### config.mk
export PLATFORM = sky130hd
export DESIGN_NAME = rvh_l1d_wb_arb
export DESIGN_NICKNAME = d
export VERILOG_FILES = /design/src/rtl/rvh_l1d_wb_arb_pkg.sv /design/src/rtl/rvh_l1d_wb_arb.sv
export SDC_FILE = /design/constraint.sdc
export NUM_CORES = 1
export LEC_CHECK = 0
export BUFFER_PORTS_ARGS = -buffer_cell sky130_fd_sc_hd__buf_2
export CAP_MARGIN = 20
export CORE_AREA = 2 2 243 245
export CTS_CLUSTER_SIZE = 40
export DETAILED_ROUTE_END_ITERATION = 10
export DIE_AREA = 0 0 245 247
export PLACE_DENSITY_LB_ADDON = 0.1
export SETUP_SLACK_MARGIN = 0.5
export SYNTH_ARGS = -nofsm -noshare
export SYNTH_HDL_FRONTEND = slang
export SYNTH_SLANG_ARGS = --single-unit
export TNS_END_PERCENT = 50
### constraint.sdc
create_clock -name clk -period 3.1 [get_ports clk]
set_input_delay 0.62 -clock clk [delete_from_list [all_inputs] [get_ports clk]]
set_output_delay 0.62 -clock clk [all_outputs]
set_load 0.01 [all_outputs]
### src/rtl/rvh_l1d_wb_arb_pkg.sv
// rtl/rvh_l1d_wb_arb_pkg.sv - shared private-cache <-> SCU coherence payload types
package rvh_l1d_wb_arb_pkg;

    localparam int CACHE_MASTERID_W = 3;
    localparam int CACHE_COREID_W   = 4;

    // bid carries one spare msb above the bank index; a set msb never routes.
    typedef struct packed {
        logic [CACHE_COREID_W-1:0]   cid;
        logic [CACHE_MASTERID_W:0]   bid;
    } cache_scu_cc_id_t;

    typedef struct packed {
        cache_scu_cc_id_t id;
        logic [2:0]       op;
        logic [39:0]      addr;
    } cache_scu_cc_req_t;

    typedef struct packed {
        cache_scu_cc_id_t id;
        logic [63:0]      data;
        logic             last;
    } cache_scu_cc_data_t;

    typedef struct packed {
        cache_scu_cc_id_t id;
        logic [2:0]       op;
        logic [1:0]       state;
        logic [63:0]      data;
    } cache_scu_cc_resp_t;

endpackage

### src/rtl/rvh_l1d_wb_arb.sv
// rtl/rvh_l1d_wb_arb.sv - L1D bank evict/data merger with RR arbitration and response routing (option: RVH_L1D_WB_ARB_RESP_PIPE_EN)
module rvh_l1d_wb_arb
    import rvh_l1d_wb_arb_pkg::*;
#(
    parameter int N_BANK  = 2,
    parameter int CORE_ID = 0
) (
    input  logic                                 clk,
    input  logic                                 rst,
    input  logic               [N_BANK-1:0]      bank_evict_vld_i,
    input  cache_scu_cc_req_t  [N_BANK-1:0]      bank_evict_i,
    output logic               [N_BANK-1:0]      bank_evict_rdy_o,
    input  logic               [N_BANK-1:0]      bank_data_vld_i,
    input  cache_scu_cc_data_t [N_BANK-1:0]      bank_data_i,
    output logic               [N_BANK-1:0]      bank_data_rdy_o,
    output logic               [N_BANK-1:0]      bank_resp_vld_o,
    output cache_scu_cc_resp_t [N_BANK-1:0]      bank_resp_o,
    input  logic               [N_BANK-1:0]      bank_resp_rdy_i,
    output logic                                 pc_scu_evict_vld_o,
    output cache_scu_cc_req_t                    pc_scu_evict_o,
    input  logic                                 pc_scu_evict_rdy_i,
    output logic                                 pc_scu_data_vld_o,
    output cache_scu_cc_data_t                   pc_scu_data_o,
    input  logic                                 pc_scu_data_rdy_i,
    input  logic                                 scu_pc_resp_vld_i,
    input  cache_scu_cc_resp_t                   scu_pc_resp_i,
    output logic                                 scu_pc_resp_rdy_o,
    output logic                                 resp_misroute_o
);

    localparam int PTR_W = (N_BANK > 1) ? $clog2(N_BANK) : 1;

    // First valid bank at or after ptr, wrapping; caller guarantees some vld bit is set.
    function automatic logic [PTR_W-1:0] rr_winner(input logic [N_BANK-1:0] vld,
                                                   input logic [PTR_W-1:0]  ptr);
        int best;
        int off;
        rr_winner = '0;
        best      = N_BANK;
        for (int j = 0; j < N_BANK; j++) begin
            off = (j - int'(ptr) + N_BANK) % N_BANK;
            if (vld[j] && off < best) begin
                best      = off;
                rr_winner = PTR_W'(j);
            end
        end
    endfunction

    function automatic logic [PTR_W-1:0] rr_next(input logic [PTR_W-1:0] win);
        rr_next = PTR_W'((int'(win) + 1) % N_BANK);
    endfunction

    logic               ev_vld_q, ev_vld_d, dt_vld_q, dt_vld_d;
    logic [PTR_W-1:0]   ev_ptr_q, ev_ptr_d, dt_ptr_q, dt_ptr_d;
    cache_scu_cc_req_t  ev_pay_q, ev_pay_d;
    cache_scu_cc_data_t dt_pay_q, dt_pay_d;
    logic               misroute_q, misroute_d;
    logic [PTR_W-1:0]   ev_win, dt_win;
    logic               ev_load, dt_load;

    // Evict and data channels: arbitrate, hand the winner its ready, load the output register.
    always_comb begin
        ev_win           = rr_winner(bank_evict_vld_i, ev_ptr_q);
        dt_win           = rr_winner(bank_data_vld_i, dt_ptr_q);
        ev_load          = (~ev_vld_q | pc_scu_evict_rdy_i) & (|bank_evict_vld_i);
        dt_load          = (~dt_vld_q | pc_scu_data_rdy_i) & (|bank_data_vld_i);
        bank_evict_rdy_o = '0;
        bank_data_rdy_o  = '0;
        ev_pay_d         = ev_pay_q;
        dt_pay_d         = dt_pay_q;
        ev_ptr_d         = ev_load ? rr_next(ev_win) : ev_ptr_q;
        dt_ptr_d         = dt_load ? rr_next(dt_win) : dt_ptr_q;
        ev_vld_d         = ev_load | (ev_vld_q & ~pc_scu_evict_rdy_i);
        dt_vld_d         = dt_load | (dt_vld_q & ~pc_scu_data_rdy_i);
        for (int j = 0; j < N_BANK; j++) begin
            if (ev_load && ev_win == PTR_W'(j)) begin
                bank_evict_rdy_o[j] = 1'b1;
                ev_pay_d            = bank_evict_i[j];
            end
            if (dt_load && dt_win == PTR_W'(j)) begin
                bank_data_rdy_o[j] = 1'b1;
                dt_pay_d           = bank_data_i[j];
            end
        end
    end

    logic [CACHE_MASTERID_W-1:0] resp_b;
    logic                        route_ok;

    // Route check: in-range bank index, spare bid msb clear, and our own core id.
    always_comb begin
        resp_b   = scu_pc_resp_i.id.bid[CACHE_MASTERID_W-1:0];
        route_ok = ~scu_pc_resp_i.id.bid[CACHE_MASTERID_W]
                 & (int'(resp_b) < N_BANK)
                 & (scu_pc_resp_i.id.cid == CACHE_COREID_W'(CORE_ID));
    end

`ifdef RVH_L1D_WB_ARB_RESP_PIPE_EN
    logic               rsp_vld_q, rsp_vld_d;
    logic [PTR_W-1:0]   rsp_bank_q, rsp_bank_d;
    cache_scu_cc_resp_t rsp_pay_q, rsp_pay_d;
    logic               rsp_deq;

    // Registered response slot: drains to its bank, refills in the same cycle when drained.
    always_comb begin
        rsp_deq         = 1'b0;
        bank_resp_vld_o = '0;
        for (int j = 0; j < N_BANK; j++) begin
            bank_resp_o[j] = rsp_pay_q;
            if (rsp_vld_q && rsp_bank_q == PTR_W'(j)) begin
                bank_resp_vld_o[j] = 1'b1;
                rsp_deq            = bank_resp_rdy_i[j];
            end
        end
        scu_pc_resp_rdy_o = ~rsp_vld_q | rsp_deq;
        misroute_d        = scu_pc_resp_vld_i & scu_pc_resp_rdy_o & ~route_ok;
        rsp_vld_d         = rsp_vld_q & ~rsp_deq;
        rsp_bank_d        = rsp_bank_q;
        rsp_pay_d         = rsp_pay_q;
        if (scu_pc_resp_vld_i && scu_pc_resp_rdy_o && route_ok) begin
            rsp_vld_d  = 1'b1;
            rsp_bank_d = PTR_W'(resp_b);
            rsp_pay_d  = scu_pc_resp_i;
        end
    end

    // Response slot state.
    always_ff @(posedge clk) begin
        if (!rst) begin
            rsp_vld_q  <= 1'b0;
            rsp_bank_q <= '0;
            rsp_pay_q  <= '0;
        end else begin
            rsp_vld_q  <= rsp_vld_d;
            rsp_bank_q <= rsp_bank_d;
            rsp_pay_q  <= rsp_pay_d;
        end
    end
`else
    // Combinational routing: misrouted responses are swallowed so the SCU never stalls on them.
    always_comb begin
        bank_resp_vld_o   = '0;
        scu_pc_resp_rdy_o = ~route_ok;
        misroute_d        = scu_pc_resp_vld_i & ~route_ok;
        for (int j = 0; j < N_BANK; j++) begin
            bank_resp_o[j] = scu_pc_resp_i;
            if (route_ok && int'(resp_b) == j) begin
                bank_resp_vld_o[j] = scu_pc_resp_vld_i;
                scu_pc_resp_rdy_o  = bank_resp_rdy_i[j];
            end
        end
    end
`endif

    // Channel registers, pointers and the misroute pulse.
    always_ff @(posedge clk) begin
        if (!rst) begin
            ev_vld_q   <= 1'b0;
            dt_vld_q   <= 1'b0;
            ev_ptr_q   <= '0;
            dt_ptr_q   <= '0;
            ev_pay_q   <= '0;
            dt_pay_q   <= '0;
            misroute_q <= 1'b0;
        end else begin
            ev_vld_q   <= ev_vld_d;
            dt_vld_q   <= dt_vld_d;
            ev_ptr_q   <= ev_ptr_d;
            dt_ptr_q   <= dt_ptr_d;
            ev_pay_q   <= ev_pay_d;
            dt_pay_q   <= dt_pay_d;
            misroute_q <= misroute_d;
        end
    end

    assign pc_scu_evict_vld_o = ev_vld_q;
    assign pc_scu_evict_o     = ev_pay_q;
    assign pc_scu_data_vld_o  = dt_vld_q;
    assign pc_scu_data_o      = dt_pay_q;
    assign resp_misroute_o    = misroute_q;

`ifndef SYNTHESIS
    a_ev_rdy_onehot: assert property (@(posedge clk) $onehot0(bank_evict_rdy_o));
    a_dt_rdy_onehot: assert property (@(posedge clk) $onehot0(bank_data_rdy_o));
    a_ev_stable: assert property (@(posedge clk) disable iff (!rst)
        pc_scu_evict_vld_o && !pc_scu_evict_rdy_i |=> pc_scu_evict_vld_o && $stable(pc_scu_evict_o));
    a_dt_stable: assert property (@(posedge clk) disable iff (!rst)
        pc_scu_data_vld_o && !pc_scu_data_rdy_i |=> pc_scu_data_vld_o && $stable(pc_scu_data_o));
    a_resp_known: assert property (@(posedge clk) disable iff (!rst)
        scu_pc_resp_vld_i && scu_pc_resp_rdy_o |-> !$isunknown(scu_pc_resp_i));
`endif

endmodule

=== Yosys cells after proc, flatten, opt, wreduce, memory -nomap -nowiden ===
Cells that the tools add are included.

* Flip-flop bits (word level): 129
* Input bits: 336
* Output and inout port bits: 288
* Word-level logic and storage cells: 84

* Add/subtract/negate cells: 10
* Magnitude comparators: 5
* Eq/ne operators: 1
* Mux-type cells: 16
* Bitwise gates (word level): 23
* Reductions and logical operators: 16

{| class="wikitable"
|+ Operators by type and width
! operator !! number
|-
| 73-bit 2-to-1 mux || 2
|-
| 51-bit 2-to-1 mux || 2
|-
| 2-bit by 32-bit < comparator with 1-bit output || 2
|-
| 32-bit 2-to-1 mux || 2
|-
| 2-bit by 3-bit adder with 4-bit output, second input constant || 4
|-
| 1-bit AND || 11
|-
| 1-bit logical AND || 10
|-
| 1-bit 2-to-1 mux || 10
|-
| 1-bit NOT || 8
|-
| 1-bit by 1-bit subtractor with 2-bit output, first input constant || 4
|-
| 2-bit by 3-bit < comparator with 1-bit output, second input constant || 2
|-
| 4-bit zero test || 1
|-
| 1-bit OR || 4
|-
| 2-bit nonzero test || 2
|-
| 2-bit OR reduction || 2
|-
| 3-bit by 2-bit == test with 1-bit output, second input constant || 1
|-
| 3-bit zero test || 1
|-
| 3-bit by 2-bit < comparator with 1-bit output, second input constant || 1
|-
| 1-bit adder, second input constant || 2
|}

=== Longest topological paths before layout ===
Gate-level depths: netlist (run 1).

* Depth after elaboration: 13
* Mapped depth: 6
* Depth with buffers taken out: 3

=== Worst setup path before layout (run 1) ===
OpenSTA, ideal clock, no wires.

* Kind: input-to-output
* From: input port scu_pc_resp_i[74] (netlist name)
* To: output port bank_resp_vld_o[0]
* Data arrival time: 1.563 ns
* Required time: 2.480 ns
* Slack: 0.917 ns
* Cell stages on the path: 3
* Path buffers: 0
* Cell sequence: or4_4 -> nor4_4 -> and3b_1

* Longest elaborated chain between the ends: 4

{| class="wikitable"
|+ RTL lines
! element !! line !! source
|-
| from (decl) || rvh_l1d_wb_arb.sv:26 || <nowiki>input cache_scu_cc_resp_t scu_pc_resp_i,</nowiki>
|-
| 4-bit zero test || rvh_l1d_wb_arb.sv:95 || <nowiki>& (scu_pc_resp_i.id.cid == CACHE_COREID_W'(CORE_ID));</nowiki>
|-
| 1-bit AND || rvh_l1d_wb_arb.sv:95 ||
|-
| 1-bit logical AND || rvh_l1d_wb_arb.sv:147 || <nowiki>if (route_ok && int'(resp_b) == j) begin</nowiki>
|-
| 1-bit 2-to-1 mux || rvh_l1d_wb_arb.sv:147 ||
|-
| to (decl) || rvh_l1d_wb_arb.sv:16 || <nowiki>output logic [N_BANK-1:0] bank_resp_vld_o,</nowiki>
|}

No other way between the ends.

=== Final worst setup path (run 1) ===
Same ends and word-level chain as after synthesis.

==> results of run 1 <==
## cell families after synthesis
group	share of synthesized area
AOI/OAI and AO/OA	0.332
buffers and inverters	0.271
DFF	0.343
and+or+nand+nor	0.0536
muxes	0.00133
## metrics by stage
stage | setup slack (ns) | utilization | total power [mW] | hold WS, ns | instances
floorplan | 0.917 | - | 2.69 | 0.477 | 913
global placement | 0.615 | 0.159 | 3.05 | 0.437 | 1871
finish | 0.616 | 0.171 | 5.49 | 0.380 | 1907
global route | 0.485 | 0.171 | 5.81 | 0.376 | 1905
CTS | 0.576 | 0.171 | 5.65 | 0.337 | 1903
detailed placement | 0.579 | 0.159 | 3.05 | 0.442 | 1871
## routing by layer
metal  wire length [µm]  vias to the layer above  global-route usage
li1                   -                     3595                   -
met1              15800                     3622               0.139
met2              16000                      397               0.177
met4                871                       10              0.0488
met5                 62                        -                   0
met3               3680                       53              0.0598
## where the power goes
group	total, mW	internal, mW	switching [mW]
Sequential	1.88	1.80	0.0730
Clock	2.51	1.57	0.933
Combinational	1.11	0.458	0.652
## state kept, by name, summed over array words and instances (netlist names)
name                flops
pc_scu_data_o          73
pc_scu_evict_o         51
dt_ptr_q                1
ev_ptr_q                1
pc_scu_data_vld_o       1
pc_scu_evict_vld_o      1
resp_misroute_o         1
## cell usage in the layout, fill, tap and decap left out, drive strengths merged
cell type,count
buf,436
dfxtp,129
a31oi,124
a21oi,106
inv,104
o32ai,102
o21ai,26
nand4,22
nand3,22
clkbuf,20
bufinv,6
diode,4
nand2b,4
clkinv,4
nand2,4
and3,3
nor2,3
clkinvlp,3
a21boi,2
and2,2
nor2b,2
nand3b,2
or4,1
nor4,1
mux2i,1
and3b,1
## cell type report
type,instances,area [µm²]
clock buffers,20,467
repair buffers,436,2330
diodes,4,10.0
inverters,105,394
clock inverters,12,229
flip-flops and latches,129,2580
fillers,6678,48300
multi-input cells,428,2960
well taps,773,967
## worst max-delay path, cell delays in order
cell and delay, ns:
buf_2 0.12, or4_4 0.54, nor4_4 0.26, and3b_1 0.20
buf_2 0.13
## worst min-delay path by stage
stage	start	end	slack, ns
floorplan	pc_scu_data_o[0]$_SDFFE_PN0P_	pc_scu_data_o[0]$_SDFFE_PN0P_	0.48
CTS	scu_pc_resp_vld_i	resp_misroute_o$_SDFF_PN0_	0.34
global placement	pc_scu_data_o[47]$_SDFFE_PN0P_	pc_scu_data_o[47]$_SDFFE_PN0P_	0.44
global route	bank_data_i[41]	pc_scu_data_o[41]$_SDFFE_PN0P_	0.38
detailed placement	pc_scu_data_o[49]$_SDFFE_PN0P_	pc_scu_data_o[49]$_SDFFE_PN0P_	0.44
finish	scu_pc_resp_vld_i	resp_misroute_o$_SDFF_PN0_	0.38
==> impl_metrics.py, run 1 <==
metrics = {
    "run_status": {
        "status": "complete, no violations",
    },
    "clock_tree": {
        "clkTransAtPathRegs_ns": 0.06,
        "cts_sinks": 129,
        "cts_tree": "done",
        "cts_buffers": 17,
        "insertion_delay_ns": 0.48,
        "clock_path_buffers": 2,
        "post-cts-setup-buffers": 0,
        "cts_max_level": 4,
        "clock-root-buffer": "clkbuf_16",
        "cts_resized": 0,
        "cts-hold-fix-buffers": 0,
    },
    "yosys": {
        "yosysTopAreaCellShare": 0.343,
        "synthTopCellsByCount": "164 x buf_4, 129 x dfxtp_1, 124 x a31oi_1, 106 x a21oi_1, 104 x inv_1",
        "yosys_warnings": 0,
        "syn_avg_cell_area_um2": 8.25,
        "synth_flop_cell": "dfxtp_1",
        "async_flop_share": 0,
        "synth_edf_count": 0,
        "ys_types": 30,
        "synth.most_common_cell": "buf_4",
        "synth_fp_nets": 1249,
        "post-synth-top-area-cell": "dfxtp_1",
        "synthTopCellsByArea": "dfxtp_1 34%, buf_4 16%, a31oi_1 10%, o32ai_1 9.6%, a21oi_1 7.0%",
        "syn_inst": 913,
        "synth-seq-cells": 129,
        "synth-seq-area-share": 0.343,
        "netlist_area_um2": 7530,
    },
    "grt": {
        "grt-ovfl-total": 0,
        "grt_pass1_vias": 7842,
        "grt_max_degree": 107,
        "antenna_found_initial": 9,
        "track_usage": 0.117,
        "grt_pass1_wl_um": 52200,
    },
    "timing": {
        "post-route-period-util": 0.801,
        "slew_headroom": 0.454,
        "setup-violations-final": 0,
        "finalCriticalPeriod_ns": 2.48,
        "slew_violations": 0,
        "tns_ns": 0,
        "hold_viol": 0,
        "rsz0062_at_grt": "true",
        "worst_pin_slew_ns": 0.818,
        "clock_skew_ns": 0.0145,
        "fmax_mhz": 403,
    },
    "worst_setup_path": {
        "r2r_cells": 4,
        "r2r-end": "pc_scu_evict_o[3]$_SDFFE_PN0P_",
        "reg2reg_setup_slack_ns": 1.34,
        "r2r-start": "ev_ptr_q$_SDFFE_PN0P_",
        "crit_type": "in -> out",
        "startpoint_type": "input pin",
        "cp-end-kind": "output pin",
        "crit_fanout": 4,
        "cp.required_ns": 2.48,
        "crit_start": "scu_pc_resp_i[74]",
        "cp.arrival_ns": 1.86,
        "crit_end": "bank_resp_vld_o[0]",
    },
    "placement": {
        "place_hpwl_um": 24800,
        "portBuffers": 416,
        "gp_congestion": 0.723,
        "place_area_um2": 9240,
    },
    "detailed_routing": {
        "ant_nets": 0,
        "wirelength_um": 36300,
        "drcViolationCount": 0,
        "vias": 7677,
        "wl_per_cell_um": 19.1,
        "dr.pass1.iters": 4,
        "drt_iter0_drc": 225,
        "drt-vias-per-instance": 4.03,
    },
    "layout": {
        "stdcell_area_um2": 9950,
        "nets": 1453,
        "drive_gt1_frac": 0.442,
        "syn_to_final_growth_pct": 32.0,
    },
    "die": {
        "row_count": 89,
        "ios": 624,
        "fp.dieH_um": 247,
        "start_util": 0.129,
        "core-area_um2": 58200,
        "die_area_um2": 60500,
        "die_x_um": 245,
    },
    "job": {
        "cap_violations": 0,
    },
    "power_and_ir_drop": {
        "cellLeakagePower_nw": 4.19,
        "peakVddDrop_mv": 0.430,
        "powerDensity_nw_per_um2": 552,
    },
    "worst_hold_path": {
        "hold_depth": 3,
        "hp-class": "in -> reg",
    },
}
Power figures use the tool's default switching activity.
==> run 2, diff against run 1 <==
CORE_AREA = 2 2 244 246   (was 2 2 243 245)
DIE_AREA = 0 0 246 248   (was 0 0 245 247)
clock period = 2.6 ns   (was 3.1 ns; I/O delays follow)
==> impl_metrics.py, run 2 (synthesized netlist as in run 1, its figures left out) <==
metrics = {
    "timing": {
        "finalCriticalPeriod_ns": 2.22,
        "post-route-period-util": 0.854,
        "rsz0062_at_grt": "true",
        "slew_violations": 0,
        "fmax_mhz": 450,
        "tns_ns": 0,
        "clock_skew_ns": 0.0223,
        "slew_headroom": 0.397,
        "worst_pin_slew_ns": 0.904,
        "hold_viol": 0,
        "setup-violations-final": 0,
    },
    "detailed_routing": {
        "wl_per_cell_um": 19.0,
        "dr.pass1.iters": 6,
        "vias": 7857,
        "drt-vias-per-instance": 4.06,
        "ant_nets": 0,
        "drcViolationCount": 0,
        "drt_iter0_drc": 289,
        "wirelength_um": 36800,
    },
    "die": {
        "die_area_um2": 61000,
        "die_x_um": 246,
        "fp.dieH_um": 248,
        "row_count": 89,
        "ios": 624,
        "start_util": 0.129,
        "core-area_um2": 58500,
    },
    "job": {
        "cap_violations": 0,
    },
    "layout": {
        "syn_to_final_growth_pct": 34.1,
        "multi_input_area_um2": 2960,
        "drive_gt1_frac": 0.455,
        "nFillCells": 6745,
        "final_util": 0.173,
        "largest_register_ffs": 73,
        "layout_commonest_cell": "buf_2",
        "final-seq-area_um2": 2580,
        "final_cell_mix": "413 x buf_2, 129 x dfxtp_1, 124 x a31oi_1, 106 x a21oi_1, 104 x inv_1",
        "nets": 1481,
    },
    "power_and_ir_drop": {
        "clkPwrFrac": 0.415,
        "powerDensity_nw_per_um2": 611,
        "cellLeakagePower_nw": 4.31,
        "power_frac_comb": 0.222,
        "power.switching_mw": 1.96,
        "power_frac_seq": 0.363,
        "p_int_mw": 4.21,
        "peakVddDrop_mv": 0.505,
        "power_switching_share": 0.318,
    },
    "clock_tree": {
        "clock_path_buffers": 2,
        "clock-root-buffer": "clkbuf_16",
        "clkTransAtPathRegs_ns": 0.06,
        "cts_tree": "done",
        "cts_sinks": 129,
        "cts_buffers": 17,
        "insertion_delay_ns": 0.49,
        "cts_max_level": 4,
    },
    "worst_setup_path": {
        "startpoint_type": "input pin",
        "critPathSlowestCell": "or4_4",
        "crit_type": "in -> reg",
        "r2r-end": "pc_scu_data_o[67]$_SDFFE_PN0P_",
        "r2r-start": "dt_ptr_q$_SDFFE_PN0P_",
        "path_buf_inv": 14,
        "cp_common_cell": "buf_4",
        "r2r_cells": 5,
        "crit_start": "scu_pc_resp_i[74]",
        "crit_fanout": 4,
        "max_stage_delay_ns": 0.54,
        "cp.arrival_ns": 2.60,
        "reg2reg_setup_slack_ns": 0.92,
        "cp-end-kind": "register",
        "cp.required_ns": 2.97,
        "crit_family": "buffers and inverters",
        "path_cells": "buf_6 -> or4_4 -> nor4_4 -> buf_4 -> buf_4 -> buf_4 -> buf_4 -> buf_4 -> buf_4 -> buf_4 -> buf_4 -> buf_4 -> buf_4 -> buf_4 -> buf_4 -> buf_4 -> nor2_1",
    },
    "grt": {
        "grt-ovfl-total": 0,
        "grt_pass1_vias": 7996,
        "grt_max_degree": 96,
        "track_usage": 0.116,
        "antenna_found_initial": 10,
        "grt_pass1_wl_um": 52400,
    },
    "worst_hold_path": {
        "hold_path_end": "resp_misroute_o$_SDFF_PN0_",
        "hp-class": "in -> reg",
        "hold_depth": 3,
        "min_from": "scu_pc_resp_vld_i",
    },
    "placement": {
        "gp_congestion": 0.713,
        "place_hpwl_um": 26500,
        "portBuffers": 416,
    },
    "run_status": {
        "status": "complete, no violations",
    },
}
==> run 2: cell count changes in the layout (fill, tap and decap cells not counted), sizes merged <==
cell / before / now
diode: 4 / 3
bufinv: 6 / 2
clkinvlp: 3 / 2
inv: 104 / 106
buf: 436 / 464
clkinv: 4 / 6
==> run 2: routing by layer <==
layer	share of wire	GRT usage
met5	0.0035	0.00636
met1	0.41	0.132
met2	0.45	0.181
met3	0.10	0.0610
met4	0.027	0.0483
==> run 2: how the worst max path moves through the flow <==
stage	endpoint	slack [ns]	cells after the start
floorplan	bank_resp_vld_o[0]	0.62	3
global placement	bank_resp_vld_o[0]	0.37	5
detailed placement	bank_resp_vld_o[0]	0.35	5
CTS	bank_resp_vld_o[0]	0.40	5
global route	resp_misroute_o$_SDFF_PN0_	0.32	17
finish	resp_misroute_o$_SDFF_PN0_	0.38	17
==> run 2: final cells by class <==
cell class / instances / share of cell area
diodes: 3 / 0.000743
clock buffers: 20 / 0.0462
clock inverters: 11 / 0.0128
inverters: 105 / 0.0390
multi-input cells: 428 / 0.293
flip-flops and latches: 129 / 0.256
well taps: 773 / 0.0957
repair buffers: 464 / 0.257
==> run 2: power by group through the flow <==
stage / registers (mW) / clock network (mW) / logic [mW]
2_1_floorplan: 2.35 / 0 / 0.855
3_3_place_gp: 2.29 / 0 / 1.39
3_5_place_dp: 2.29 / 0 / 1.38
4_1_cts: 2.25 / 2.73 / 1.39
5_1_grt: 2.26 / 2.77 / 1.50
6_report: 2.24 / 2.56 / 1.37
==> run 2: what timing repair did <==
action	in CTS	in global routing
hold buffers	0	0
setup endpoints to repair	5	7
setup buffers	14	1
resized for setup	2	0
cloned	0	0
pin swaps	1	0
==> run 2: worst register-to-register path, stage by stage, from the launching register on <==
cell      delay (ns)
dfxtp_1         0.40
nand2b_2        0.31
buf_12          0.26
buf_4           0.22
a31oi_1         0.10
o32ai_1         0.29
==> run 2: per-stage QoR <==
stage,instances,area [µm²],total power [mW],setup slack [ns],hold WS [ns]
6_report,1933,10100,6.17,0.378,0.287
5_1_grt,1931,10100,6.54,0.319,0.264
4_1_cts,1929,10100,6.36,0.396,0.241
3_5_place_dp,1884,9380,3.67,0.346,0.443
3_3_place_gp,1884,9380,3.68,0.368,0.439
2_1_floorplan,913,7530,3.21,0.617,0.477
